$ cat src/rtl/instruction_queue.sv
// Decoupling FIFO between instruction fetch and the decoder: holds {pc, code, illegal}
// entries and presents the head with a valid/ready handshake; flush empties it in one cycle.
module instruction_queue #(
    parameter int DEPTH = 4,
    parameter int XLEN  = 64
) (
    input  logic                       clk_i,
    input  logic                       arst_ni,
    input  logic                       flush_i,
    input  logic [XLEN-1:0]            fetch_pc_i,
    input  logic [31:0]                fetch_code_i,
    input  logic                       fetch_valid_i,
    output logic                       fetch_ready_o,
    output logic [XLEN-1:0]            dec_pc_o,
    output logic [31:0]                dec_code_o,
    output logic                       dec_illegal_o,
    output logic                       dec_valid_o,
    input  logic                       dec_ready_i,
    output logic [$clog2(DEPTH):0]     count_o
);

    localparam int PTR_W = $clog2(DEPTH);
    localparam int CNT_W = PTR_W + 1;

    logic [XLEN-1:0]  mem_pc_q   [DEPTH];
    logic [31:0]      mem_code_q [DEPTH];
    logic             mem_ill_q  [DEPTH];

    logic [PTR_W-1:0] wr_ptr_q, wr_ptr_d;
    logic [PTR_W-1:0] rd_ptr_q, rd_ptr_d;
    logic [CNT_W-1:0] count_q, count_d;
    logic             push, pop;

    // Ready and valid come from the occupancy register only, so there is no
    // combinational path from decode back to fetch or from fetch to decode.
    assign fetch_ready_o = (count_q != CNT_W'(DEPTH));
    assign dec_valid_o   = (count_q != '0);
    assign count_o       = count_q;

    // Head fields are masked while empty so the decoder sees an all-zero word
    // even though storage is never cleared.
    assign dec_pc_o      = dec_valid_o ? mem_pc_q[rd_ptr_q]   : '0;
    assign dec_code_o    = dec_valid_o ? mem_code_q[rd_ptr_q] : '0;
    assign dec_illegal_o = dec_valid_o ? mem_ill_q[rd_ptr_q]  : 1'b0;

    always_comb begin
        push     = fetch_valid_i && fetch_ready_o && !flush_i;
        pop      = dec_valid_o && dec_ready_i && !flush_i;
        wr_ptr_d = wr_ptr_q;
        rd_ptr_d = rd_ptr_q;
        count_d  = count_q;
        if (flush_i) begin
            wr_ptr_d = '0;
            rd_ptr_d = '0;
            count_d  = '0;
        end else begin
            if (push) begin
                wr_ptr_d = wr_ptr_q + PTR_W'(1);
            end
            if (pop) begin
                rd_ptr_d = rd_ptr_q + PTR_W'(1);
            end
            if (push && !pop) begin
                count_d = count_q + CNT_W'(1);
            end else if (pop && !push) begin
                count_d = count_q - CNT_W'(1);
            end
        end
    end

    always_ff @(posedge clk_i or negedge arst_ni) begin
        if (!arst_ni) begin
            wr_ptr_q <= '0;
            rd_ptr_q <= '0;
            count_q  <= '0;
        end else begin
            wr_ptr_q <= wr_ptr_d;
            rd_ptr_q <= rd_ptr_d;
            count_q  <= count_d;
        end
    end

    // Storage has no reset; stale contents are hidden by count == 0.
    always_ff @(posedge clk_i) begin
        if (push) begin
            mem_pc_q[wr_ptr_q]   <= fetch_pc_i;
            mem_code_q[wr_ptr_q] <= fetch_code_i;
            mem_ill_q[wr_ptr_q]  <= (fetch_code_i[1:0] != 2'b11);
        end
    end

endmodule

$ cat config.mk
export PLATFORM = sky130hd
export DESIGN_NAME = instruction_queue
export DESIGN_NICKNAME = d
export VERILOG_FILES = /design/src/rtl/instruction_queue.sv
export SDC_FILE = /design/constraint.sdc
export NUM_CORES = 1
export LEC_CHECK = 0
export ABC_AREA = 1
export BUFFER_PORTS_ARGS = -buffer_cell sky130_fd_sc_hd__buf_2
export CELL_PAD_IN_SITES_DETAIL_PLACEMENT = 1
export CELL_PAD_IN_SITES_GLOBAL_PLACEMENT = 2
export CORE_MARGIN = 4
export CORE_UTILIZATION = 42
export DETAILED_ROUTE_END_ITERATION = 12
export PLACE_DENSITY = 0.85
export SLEW_MARGIN = 5
export SYNTH_ARGS = -nofsm -noshare
export SYNTH_HDL_FRONTEND = slang
export SYNTH_SLANG_ARGS = --single-unit
$ cat constraint.sdc
create_clock -name clk_i -period 16 [get_ports clk_i]
set_input_delay 3.2 -clock clk_i [delete_from_list [all_inputs] [get_ports clk_i]]
set_output_delay 3.2 -clock clk_i [all_outputs]
set_load 0.02 [all_outputs]
==> results.py <==
metrics = {
    "timing": {
        "rsz0062_at_grt": "no",
        "fin_crit_sh_pct": 43.48,
        "fin_setup_tns_ps": 0,
        "fmax_mhz": 143.8,
        "final.min_clock_period_ps": 6956,
        "hold_viol": 0,
        "final-max-slew-violation-count": 0,
        "skew_ps": 13.34,
        "relSlewSlack_pct": 30.55,
        "tightest_slew_ps": 1042,
        "setup_violations": 0,
    },
    "critical_path": {
        "cp-end-kind": "primary output",
        "crit_path_max_incr_delay_ps": 870,
        "required_ps": 12800,
        "critical_path.startpoint_type": "register",
        "cp_max_fo": 76,
        "cp.arrival_ps": 3760,
        "slowest_stage": "dfrtp_4",
        "path_cells": "buf_4, buf_4, nor2_1, nor2_1, o21ai_0, a21oi_1, buf_2",
        "crit_type": "register to primary output",
    },
    "cells_and_area": {
        "fillers": 3768,
        "area_growth_pct": 17.49,
        "stdcell_count": 1901,
        "drive_gt1_share_pct": 20.21,
        "fin_area_sq_um": 18160,
        "ff_latch_area_sq_um": 11830,
        "nets": 1502,
        "multiInputGateArea_sq_um": 3199,
    },
    "yosys": {
        "synth_top_area_cell": "edfxtp_1",
        "post-synth-top-area-fraction_pct": 75.36,
        "ys.flop_type": "edfxtp_1",
        "synth_nets": 1316,
        "synth_fa_ha_area_share_pct": 0.4532,
        "ys_types": 23,
        "synth.most_common_cell": "nor2_1",
        "synth_mux_area_share_pct": 0,
        "ys_ff_latch": 395,
        "yosysWarnings": 0,
        "synth_xor_area_share_pct": 0.05665,
        "synthSimpleGateAreaFrac_pct": 10.29,
        "synth_area_leaders": "edfxtp_1 75%, nor2_1 9.5%, a21oi_1 3.3%",
        "yosysSeqAreaShare_pct": 76.49,
        "syn_area_sq_um": 15460,
        "synth_compound_area_share_pct": 9.703,
        "ys_async_sr_fraction_pct": 1.772,
        "synth-edff-count": 388,
        "synth_top_family_by_area": "simple AND/OR/NAND/NOR gates",
        "synthCells": 1210,
        "avgSynthCellArea_sq_um": 12.78,
        "synthTopCellsByCount": "393 x nor2_1, 388 x edfxtp_1, 101 x a21oi_1",
    },
    "floorplan": {
        "dieArea_sq_um": 39950,
        "core_area_sq_um": 36430,
        "die_y_um": 199.9,
        "std_cell_rows": 70,
        "io_pins": 203,
        "start_util_pct": 42.43,
        "die_w_um": 199.9,
    },
    "status": {
        "status": "finished clean",
    },
    "routing": {
        "wl_per_cell_um": 20.13,
        "postRouteAntennaNets": 0,
        "dr_wl_met2_um": 19420,
        "top_layer": "met5",
        "drt-met1-wl_um": 16170,
        "wirelength_um": 38270,
        "drtIter0Drc": 599,
        "first_pass_iters": 4,
        "drc_errors": 0,
        "vias_per_cell": 5.216,
        "met3_length_um": 1838,
        "vias": 9916,
    },
    "pwr": {
        "switching_share_pct": 36.37,
        "p_seq_share_pct": 39.1,
        "clkPwrFrac_pct": 29.4,
        "p_per_area_nw_per_um2": 175.9,
        "internal_power_mw": 2.033,
        "p_leak_nw": 6.550,
        "comb_power_share_pct": 31.5,
        "irDropWorstVdd_mv": 0.1577,
        "p_switching_mw": 1.162,
    },
    "worst_hold_path": {
        "worstHoldPathType": "register to register",
    },
    "clock_tree": {
        "clk_path_buf_depth": 3,
        "ctsHoldBuffers": 0,
        "numCtsBuffers": 42,
        "post-cts-setup-buffers": 0,
        "htree_levels": 2,
        "clock-root-buffer": "clkbuf_16",
        "cts_resized": 0,
        "cts_tree": "done",
        "cts_sinks": 395,
        "insertion_delay_ps": 540,
        "path_clk_slew_ps": 60,
    },
    "place": {
        "placed_cell_area_sq_um": 16810,
        "io_buffers": 202,
        "place.gp.congestion": 0.7051,
        "dpl.hpwl_um": 21780,
        "dp.cells": 1820,
    },
    "global_route": {
        "grtUsageTotal_pct": 18.76,
        "grt_pass1_wl_um": 58030,
        "grt_pass1_vias": 10494,
        "grt_antenna_before_repair": 5,
        "grt_overflow_total": 0,
        "grt_max_degree": 103,
    },
    "run": {
        "maxCapViolCount": 0,
    },
}
==> logic make-up (layout without fill, tap and decap cells) <==
logic type | count (synthesis) | in the layout
AOI/OAI and AO/OA | 299 | 299
xor gates and xnor gates | 1 | 1
adders and majority gates | 5 | 5
buffers and inverters | 92 | 312
DFF | 395 | 395
other | 0 | 3
and+or+nand+nor | 418 | 418
==> power groups by stage <==
stage | Sequential (mW) | Clock [mW] | Combinational (mW)
after floorplan | 1.25 | 0 | 0.682
after global placement | 1.27 | 0 | 1.01
after detailed placement | 1.27 | 0 | 1.03
after CTS | 1.25 | 0.965 | 1.03
after global routing | 1.25 | 1.01 | 1.11
final | 1.25 | 0.941 | 1.01
==> worst max-delay path, delay by kind of cell (launching register included) <==
family / cells / cell delay [ps]
buffers and inverters: 3 / 1580
DFF: 1 / 870
AOI/OAI and AO/OA: 2 / 350
and+or+nand+nor: 2 / 270
==> layer usage <==
metal,vias to the layer above,GRT usage (%)
li1,4666,-
met1,4966,23.72
met2,219,33.00
met3,61,3.860
met4,4,5.358
met5,-,0
==> metrics by stage <==
step           utilization (%)  power [mW]  hold slack (ps)  setup WS [ps]
2_1_floorplan                -       1.937            579.4           7829
3_3_place_gp             46.14       2.276            566.9           9641
3_5_place_dp             46.14       2.296            578.2           9595
4_1_cts                  49.84       3.249            589.7           8958
5_1_grt                  49.85       3.378            625.6           8699
6_report                 49.86       3.195            585.0           9044
==> cell usage in the layout (no fill, tap or decap) <==
cell type	count
o21ai_0	100
diode_2	3
bufinv_16	3
inv_1	14
buf_2	202
a21oi_2	1
clkbuf_1	10
dfrtp_1	5
clkinv_1	10
clkinv_2	9
nand2_1	17
ha_1	4
buf_4	14
a21oi_1	101
xor2_1	1
nand2_2	2
nand3_2	1
o21ai_1	97
clkinvlp_4	2
nand3_1	3
nor2_1	389
nor2_2	1
clkbuf_16	45
fa_1	1
inv_6	1
nor2_4	4
dfrtp_4	2
nand3b_1	1
edfxtp_1	388
inv_4	1
inv_2	1
==> layout make-up <==
type | count | area share (%)
timing repair buffer | 216 | 6.144
clock inverter | 23 | 1.006
sequential | 395 | 65.15
multi-input combinational | 723 | 17.61
clock buffer | 55 | 6.406
inverter | 18 | 0.4202
antenna | 3 | 0.04133
tap | 468 | 3.224
==> state kept, by name, indices dropped and copies added, names as in the netlist <==
register,flops
mem_code_q,128
wr_ptr_q,2
mem_ill_q,4
count_o,3
rd_ptr_q,2
mem_pc_q,256
==> final timing paths <==
kind	start	end	slack, ps	cells after the start
min in group asynchronous	arst_ni	count_o[0]	2490	1
worst max-delay path	rd_ptr_q[0]	dec_pc_o[24]	9040	7
worst min register to register	count_o[1]	count_o[1]	580	2
max in group asynchronous	arst_ni	rd_ptr_q[0]	13330	1
worst max register to register	count_o[2]	mem_pc_q[2][52]	13560	6
worst min-delay path	count_o[1]	count_o[1]	580	2
No activity file was read; power rests on OpenSTA's default activity.
